--- src/rtl/opb_master_arbiter.sv ---
// Two-master round-robin arbiter for the shared OPB register bus: one RE/WE strobe per transaction, fixed read latency, one-cycle ACK.
// Optional grant locking for atomic read-modify-write is enabled by defining OPB_ARB_LOCK_EN.
module opb_master_arbiter #(
  parameter int ADDR_W   = 32,
  parameter int DATA_W   = 32,
  parameter int RD_LAT   = 2,
  parameter int LOCK_TMO = 16
) (
  input  logic              OPB_CLK,
  input  logic              OPB_RST_N,
  input  logic              M0_REQ,
  input  logic              M0_WE,
  input  logic [ADDR_W-1:0] M0_ADDR,
  input  logic [DATA_W-1:0] M0_WDATA,
  input  logic              M0_LOCK,
  output logic              M0_ACK,
  output logic [DATA_W-1:0] M0_RDATA,
  input  logic              M1_REQ,
  input  logic              M1_WE,
  input  logic [ADDR_W-1:0] M1_ADDR,
  input  logic [DATA_W-1:0] M1_WDATA,
  input  logic              M1_LOCK,
  output logic              M1_ACK,
  output logic [DATA_W-1:0] M1_RDATA,
  output logic [ADDR_W-1:0] OPB_ADDR,
  output logic [DATA_W-1:0] OPB_DO,
  output logic              OPB_RE,
  output logic              OPB_WE,
  input  logic [DATA_W-1:0] OPB_DI,
  output logic [1:0]        GNT,
  output logic              BUSY
);

  typedef enum logic [1:0] {ST_IDLE, ST_STROBE, ST_WAIT, ST_ACK} state_t;

  localparam logic [3:0] RD_LAT_C = 4'(RD_LAT);

  state_t            state_reg;
  logic              owner_reg;
  logic              last_reg;
  logic              we_reg;
  logic [3:0]        cnt_reg;
  logic              pick_valid;
  logic              pick_m1;
  logic              sel_we;
  logic [ADDR_W-1:0] sel_addr;
  logic [DATA_W-1:0] sel_wdata;

`ifdef OPB_ARB_LOCK_EN
  localparam int LW = $clog2(LOCK_TMO + 1);
  localparam logic [LW-1:0] TMO_LAST = LW'(LOCK_TMO - 1);

  logic          lock_reg;
  logic [LW-1:0] idle_cnt_reg;
  logic          owner_req;

  assign owner_req = owner_reg ? M1_REQ : M0_REQ;

  // The lock is re-armed or released at every owner ACK and times out after LOCK_TMO quiet IDLE cycles.
  always_ff @(posedge OPB_CLK) begin
    if (!OPB_RST_N) begin
      lock_reg     <= 1'b0;
      idle_cnt_reg <= '0;
    end else if (state_reg == ST_ACK) begin
      lock_reg     <= owner_reg ? M1_LOCK : M0_LOCK;
      idle_cnt_reg <= '0;
    end else if (state_reg == ST_IDLE && lock_reg) begin
      if (owner_req) begin
        idle_cnt_reg <= '0;
      end else if (idle_cnt_reg == TMO_LAST) begin
        lock_reg     <= 1'b0;
        idle_cnt_reg <= '0;
      end else begin
        idle_cnt_reg <= idle_cnt_reg + 1'b1;
      end
    end
  end
`else
  logic lock_unused;
  assign lock_unused = M0_LOCK ^ M1_LOCK;
`endif

  // Both requesting: the master that did not win last time goes next.
  always_comb begin
    pick_valid = M0_REQ | M1_REQ;
    pick_m1    = M1_REQ & (~M0_REQ | ~last_reg);
`ifdef OPB_ARB_LOCK_EN
    if (lock_reg) begin
      pick_m1    = owner_reg;
      pick_valid = owner_req;
    end
`endif
    sel_we    = pick_m1 ? M1_WE    : M0_WE;
    sel_addr  = pick_m1 ? M1_ADDR  : M0_ADDR;
    sel_wdata = pick_m1 ? M1_WDATA : M0_WDATA;
  end

  always_ff @(posedge OPB_CLK) begin
    if (!OPB_RST_N) begin
      state_reg <= ST_IDLE;
      owner_reg <= 1'b0;
      last_reg  <= 1'b1;
      we_reg    <= 1'b0;
      cnt_reg   <= '0;
      OPB_ADDR  <= '0;
      OPB_DO    <= '0;
      OPB_RE    <= 1'b0;
      OPB_WE    <= 1'b0;
      GNT       <= 2'b00;
      BUSY      <= 1'b0;
      M0_ACK    <= 1'b0;
      M1_ACK    <= 1'b0;
      M0_RDATA  <= '0;
      M1_RDATA  <= '0;
    end else begin
      case (state_reg)
        ST_IDLE: begin
          if (pick_valid) begin
            owner_reg <= pick_m1;
            last_reg  <= pick_m1;
            we_reg    <= sel_we;
            OPB_ADDR  <= sel_addr;
            OPB_DO    <= sel_wdata;
            OPB_WE    <= sel_we;
            OPB_RE    <= ~sel_we;
            GNT       <= pick_m1 ? 2'b10 : 2'b01;
            BUSY      <= 1'b1;
            state_reg <= ST_STROBE;
          end
        end
        ST_STROBE: begin
          OPB_RE <= 1'b0;
          OPB_WE <= 1'b0;
          if (we_reg) begin
            M0_ACK    <= ~owner_reg;
            M1_ACK    <= owner_reg;
            state_reg <= ST_ACK;
          end else if (RD_LAT_C == 4'd0) begin
            if (owner_reg) M1_RDATA <= OPB_DI;
            else           M0_RDATA <= OPB_DI;
            M0_ACK    <= ~owner_reg;
            M1_ACK    <= owner_reg;
            state_reg <= ST_ACK;
          end else begin
            cnt_reg   <= 4'd1;
            state_reg <= ST_WAIT;
          end
        end
        ST_WAIT: begin
          // cnt_reg holds the offset of the current cycle from the strobe cycle.
          if (cnt_reg == RD_LAT_C) begin
            if (owner_reg) M1_RDATA <= OPB_DI;
            else           M0_RDATA <= OPB_DI;
            M0_ACK    <= ~owner_reg;
            M1_ACK    <= owner_reg;
            state_reg <= ST_ACK;
          end else begin
            cnt_reg <= cnt_reg + 4'd1;
          end
        end
        ST_ACK: begin
          M0_ACK    <= 1'b0;
          M1_ACK    <= 1'b0;
          GNT       <= 2'b00;
          BUSY      <= 1'b0;
          state_reg <= ST_IDLE;
        end
        default: state_reg <= ST_IDLE;
      endcase
    end
  end

endmodule
--- config.mk ---
export PLATFORM = sky130hd
export DESIGN_NAME = opb_master_arbiter
export DESIGN_NICKNAME = d
export VERILOG_FILES = /design/src/rtl/opb_master_arbiter.sv
export SDC_FILE = /design/constraint.sdc
export NUM_CORES = 1
export LEC_CHECK = 0
export ABC_AREA = 1
export CAP_MARGIN = 10
export CORE_UTILIZATION = 35
export DETAILED_ROUTE_END_ITERATION = 12
export GPL_TIMING_DRIVEN = 1
export PLACE_DENSITY = 0.79
export SETUP_SLACK_MARGIN = 0.5
export SYNTH_ARGS = -nofsm -noshare
export SYNTH_HDL_FRONTEND = slang
export SYNTH_SLANG_ARGS = --single-unit
--- constraint.sdc ---
create_clock -name OPB_CLK -period 3.2 [get_ports OPB_CLK]
set_input_delay 0.8 -clock OPB_CLK [delete_from_list [all_inputs] [get_ports OPB_CLK]]
set_output_delay 0.8 -clock OPB_CLK [all_outputs]
set_load 0.03 [all_outputs]
==> metrics.cfg, run 1 <==
[power_and_ir_drop]
clkPwrFrac=0.281
p_leak_nw=4.59
p_per_area_nw_per_um2=790
switchingPower_mw=3.03
comb_power_share=0.413
swShare=0.381
p_int_mw=4.92
total_power_mw=7.95
seq_power_share=0.306
irDropWorstVdd_mv=0.388

[final_layout]
stdcell_count=1469
diodes=0
area_growth_pct=57.6
fillCellCount=1707
post_route_cells_drive_above_1_share=0.0395
layout.cells.most_common=clkdlybuf4s50_1
fin_nets=1402
final_cell_mix=clkdlybuf4s50_1, nand2_1, nor2_1

[floorplanning]
start_util=0.357
dieHeight_um=137
io_pins=303
rows=49
die_w_um=137
die_area_um2=18800
coreArea_um2=17900

[critical_path]
max_stage_delay_ns=0.73
path_buf_inv=1
crit_slowest_cell=clkdlybuf4s50_1
crit_start=OPB_RE$_SDFFE_PN0P_
r2r-start=state_reg[0]$_SDFFE_PN0P_
path_delay_family=buffers and inverters
cp.required_ns=2.40
critPathKind=register to output port
path_max_fanout=2
endpoint_kind=output port
startpoint_type=register
crit_arrival_ns=1.50
cp_cell_sequence=clkdlybuf4s50_1

[route]
detail_route.wirelength_mm=18.6
drc=0
drt-vias-per-instance=4.53
wl_per_cell_um=12.7
drtPass1Iterations=6
num_vias=6659
antenna_left=0
drtIter0Drc=227

[synthesis]
avgSynthCellArea_um2=6.70
syn_area_um2=6390
synth-main-ff-cell=dfxtp_1
async_flop_share=0
ys_warn_count=0
synth-edff-count=0
ys_seq_elements=144
ys_types=23
netlist_instances=954
yosysSeqAreaShare=0.451
synth_fp_nets=1129

[sta]
skew_ns=0.0119
min_period_ns=2.30
finalHoldViolCount=0
tns_ns=0
post-route-period-util=0.720
setup_slack_ns=0.896
setup_violations=0
tightest_slew_ns=0.667
rsz0062_at_grt=false
fmax_mhz=434
slew_headroom=0.556
report.final.slew_viol_count=0

[clocking]
holdBufCountCts=0
clkLatencyLatePin_ns=0.42
cts.sinks=144
cts_tree=built
htreeDepth=4
clock-root-buffer=clkbuf_16
cts_made_buffers=17
post_cts_buffers=0
post_cts_resized=0
clock_path_buffers=2
clk_pin_slew_worst_paths_ns=0.06

[grt]
overflow=0
antenna_found_initial=0
grt_pass1_vias=6076
grt_first_pass_wirelength_mm=28.9
track_usage=0.197
grt_max_degree=65

[place]
place_ws_ns=0.618
dp.cells=1437
gp_congestion=0.815
dp_hpwl_mm=13.3
portBuffers=300

[hold_path]
holdCritStartpoint=M1_ACK$_SDFFE_PN0P_
hold_class=register to register

[run]
max-cap-violations=0

[status]
status=finished, final reports clean

-- power by group through the flow --
stage	clock network, mW	registers [mW]	logic [mW]
after floorplan	0	3.18	1.37
after detailed placement	0	2.46	3.29
after global placement	0	2.45	3.25
after CTS	2.28	2.43	3.31
after global routing	2.37	2.48	3.59
final	2.24	2.43	3.28
-- worst min-delay path, delay by kind of cell, from the launching register on --
family	cells	cell delay (ns)
flip-flops	1	0.33
AO/OA/AOI/OAI	1	0.04
AND/OR/NAND/NOR	1	0.08
-- routing by layer --
layer	share of wire	track usage	vias up
met5	0	0	-
met4	0.026	0.0879	0
met3	0.092	0.0752	30
met2	0.47	0.322	234
met1	0.41	0.227	2927
li1	-	-	3468
-- path summary, 6_finish.rpt --
kind                                                 to  slack [ns]  cells after the start
worst max-delay path                             OPB_RE        0.90                      1
worst min-delay path                M1_ACK$_SDFFE_PN0P_        0.48                      2
worst max register to register  OPB_DO[12]$_SDFFE_PN0P_        1.13                      8
worst min register to register      M1_ACK$_SDFFE_PN0P_        0.48                      2
-- logic make-up after synthesis --
family	Yosys count	synth area share
simple gates	519	0.312
compound gates	146	0.117
flops	144	0.451
buf+inv	138	0.106
fa+ha+maj	7	0.0137
-- per-stage QoR --
stage / cell area, µm² / hold WS, ns / util
2_1_floorplan: 6390 / 0.442 / -
3_3_place_gp: 9400 / 0.463 / 0.525
3_5_place_dp: 9400 / 0.475 / 0.525
4_1_cts: 10100 / 0.490 / 0.562
5_1_grt: 10100 / 0.523 / 0.562
6_report: 10100 / 0.482 / 0.562
-- cell type report --
| cell class | instances | area, µm² | share of cell area |
|---|---|---|---|
| Timing Repair Buffer | 309 | 3090 | 0.307 |
| Sequential cell | 144 | 2880 | 0.286 |
| Multi-Input combinational cell | 672 | 2830 | 0.281 |
| Clock buffer | 18 | 439 | 0.0436 |
| Inverter | 83 | 314 | 0.0312 |
| Tap cell | 229 | 287 | 0.0285 |
| Clock inverter | 14 | 225 | 0.0224 |
-- Yosys cell counts, types with 2 or more instances --
cell	instances	area (µm²)
nand2_1	293	1100
nor2_1	204	766
dfxtp_1	144	2880
inv_1	80	300
a21oi_1	77	385
o21ai_0	46	230
o21ai_1	20	100
buf_2	18	90.1
clkbuf_1	16	60.1
nand3_1	16	80.1
buf_6	15	169
ha_1	7	87.6
buf_4	6	45.0
nand2_4	2	22.5
o211ai_1	2	15.0
No activity file was read; power rests on OpenSTA's default activity.
==> run 2, diff against run 1 <==
Settings changed: PLACE_DENSITY 0.79 to 0.82.
Clock period 3.2 ns to 2 ns, I/O delays scaled along.
==> metrics.cfg, run 2 (same netlist as run 1, synthesis figures left out) <==
[status]
status=finished, final reports clean

[route]
drt-vias-per-instance=4.58
detail_route.wirelength_mm=21.5
drtIter0Drc=303
num_vias=6886
drtPass1Iterations=4
wl_per_cell_um=14.3
antenna_left=0
drc=0

[critical_path]
cp_cell_sequence=buf_4
path_buf_inv=1
r2r-start=state_reg[0]$_SDFFE_PN0P_
crit_arrival_ns=0.99
path_max_fanout=2
critPathKind=register to output port
r2r_slack_ns=0.54
startpoint_type=register
endpoint_kind=output port
cp.required_ns=1.50
reg2regPathDepth=9
max_stage_delay_ns=0.37
r2r-end=M1_RDATA[9]$_SDFFE_PN0P_
path_delay_family=flip-flops
crit_slowest_cell=dfxtp_1
crit_cells=1

[sta]
fmax_mhz=673
setup_slack_ns=0.514
setup_violations=0
post-route-period-util=0.743
report.final.slew_viol_count=0
tns_ns=0
finalHoldViolCount=0
tightest_slew_ns=0.460
slew_headroom=0.693
min_period_ns=1.49
rsz0062_at_grt=true
skew_ns=0.00865

[final_layout]
final_cell_mix=nand2_1, nor2_1, clkdlybuf4s50_1
utilization=0.572
fillCellCount=1675
fin_nets=1438
layout.cells.most_common=nand2_1
diodes=0
area_growth_pct=60.3
post_route_cells_drive_above_1_share=0.194

[run]
max-cap-violations=0

[clocking]
htreeDepth=4
cts_tree=built
clkLatencyLatePin_ns=0.42
cts_made_buffers=17
clock_path_buffers=2
clk_pin_slew_worst_paths_ns=0.06
cts.sinks=144
holdBufCountCts=0
clock-root-buffer=clkbuf_16

[floorplanning]
die_w_um=137
start_util=0.357
dieHeight_um=137
rows=49
die_area_um2=18800
coreArea_um2=17900
io_pins=303

[place]
dp_hpwl_mm=13.7
portBuffers=300
place_ws_ns=0.0194
gp_congestion=0.787

[hold_path]
hold_class=input port to register
whs_path_depth=2
holdCritStartpoint=OPB_RST_N
holdPathEnd=last_reg$_SDFFE_PN1P_

[power_and_ir_drop]
total_power_mw=13.1
irDropWorstVdd_mv=0.751
p_per_area_nw_per_um2=1270
p_leak_nw=5.12

[grt]
grt_pass1_vias=5996
overflow=0
grt_max_degree=63
grt_first_pass_wirelength_mm=29.3
track_usage=0.202
antenna_found_initial=0

run 2: changes by cell type in the layout (fill, tap and decap cells not counted), moves of 6 or more:
cell	before	now
clkdlybuf4s50_1	299	162
buf_2	0	85
buf_4	8	42
o21ai_0	46	22
o21ai_1	20	43
clkbuf_4	0	20
buf_12	2	13
clkbuf_16	17	28
a21oi_1	77	69
a21oi_2	0	8
buf_6	0	7
nand2_1	293	287
run 2: worst max-delay path by stage:
stage	from	end	slack, ns
2_1_floorplan	state_reg[0]$_SDFFE_PN0P_	M0_RDATA[10]$_SDFFE_PN0P_	0.54
3_3_place_gp	M1_REQ	OPB_ADDR[12]$_SDFFE_PN0P_	0.09
3_5_place_dp	M1_REQ	OPB_ADDR[9]$_SDFFE_PN0P_	0.02
4_1_cts	M0_REQ	OPB_RE$_SDFFE_PN0P_	0.46
5_1_grt	state_reg[0]$_SDFFE_PN0P_	M1_RDATA[22]$_SDFFE_PN0P_	0.47
6_report	OPB_DO[28]$_SDFFE_PN0P_	OPB_DO[28]	0.51
run 2: area by class of cell:
class                           count  area [µm²]  share of cell area
Clock buffer                       18         429              0.0419
Clock inverter                     13         139              0.0136
Inverter                           83         334              0.0326
Multi-Input combinational cell    673        2970               0.290
Sequential cell                   144        2890               0.283
Tap cell                          229         287              0.0280
Timing Repair Buffer              343        3180               0.311
Timing Repair inverter              1        8.76            0.000855
run 2: routing by layer:
| metal | routed length, µm | track usage |
|---|---|---|
| met2 | 10700 | 0.355 |
| met3 | 1840 | 0.0726 |
| met5 | 0 | 0 |
| met4 | 395 | 0.0733 |
| met1 | 8570 | 0.221 |
run 2: what timing repair did:
action / in CTS / in global routing
cloned: 1 / 16
pin swaps: 0 / 7
buffers inserted: 1 / 8
gates resized for setup: 695 / 138
endpoints found under the setup margin: 258 / 177
run 2: power by group:
group          internal [mW]  leakage [nW]  total, mW  switching, mW
registers               3.55          1.18       3.96          0.404
logic                   2.40          3.67       5.99           3.60
clock network           1.83         0.276       3.10           1.27
run 2: through the flow:
step / instance area (µm²) / hold slack, ns / instances
final: 10200 / 0.450 / 1504
after global routing: 10200 / 0.442 / 1504
after CTS: 9600 / 0.421 / 1480
after detailed placement: 9610 / 0.470 / 1447
after global placement: 9610 / 0.464 / 1447
after floorplan: 6390 / 0.442 / 954
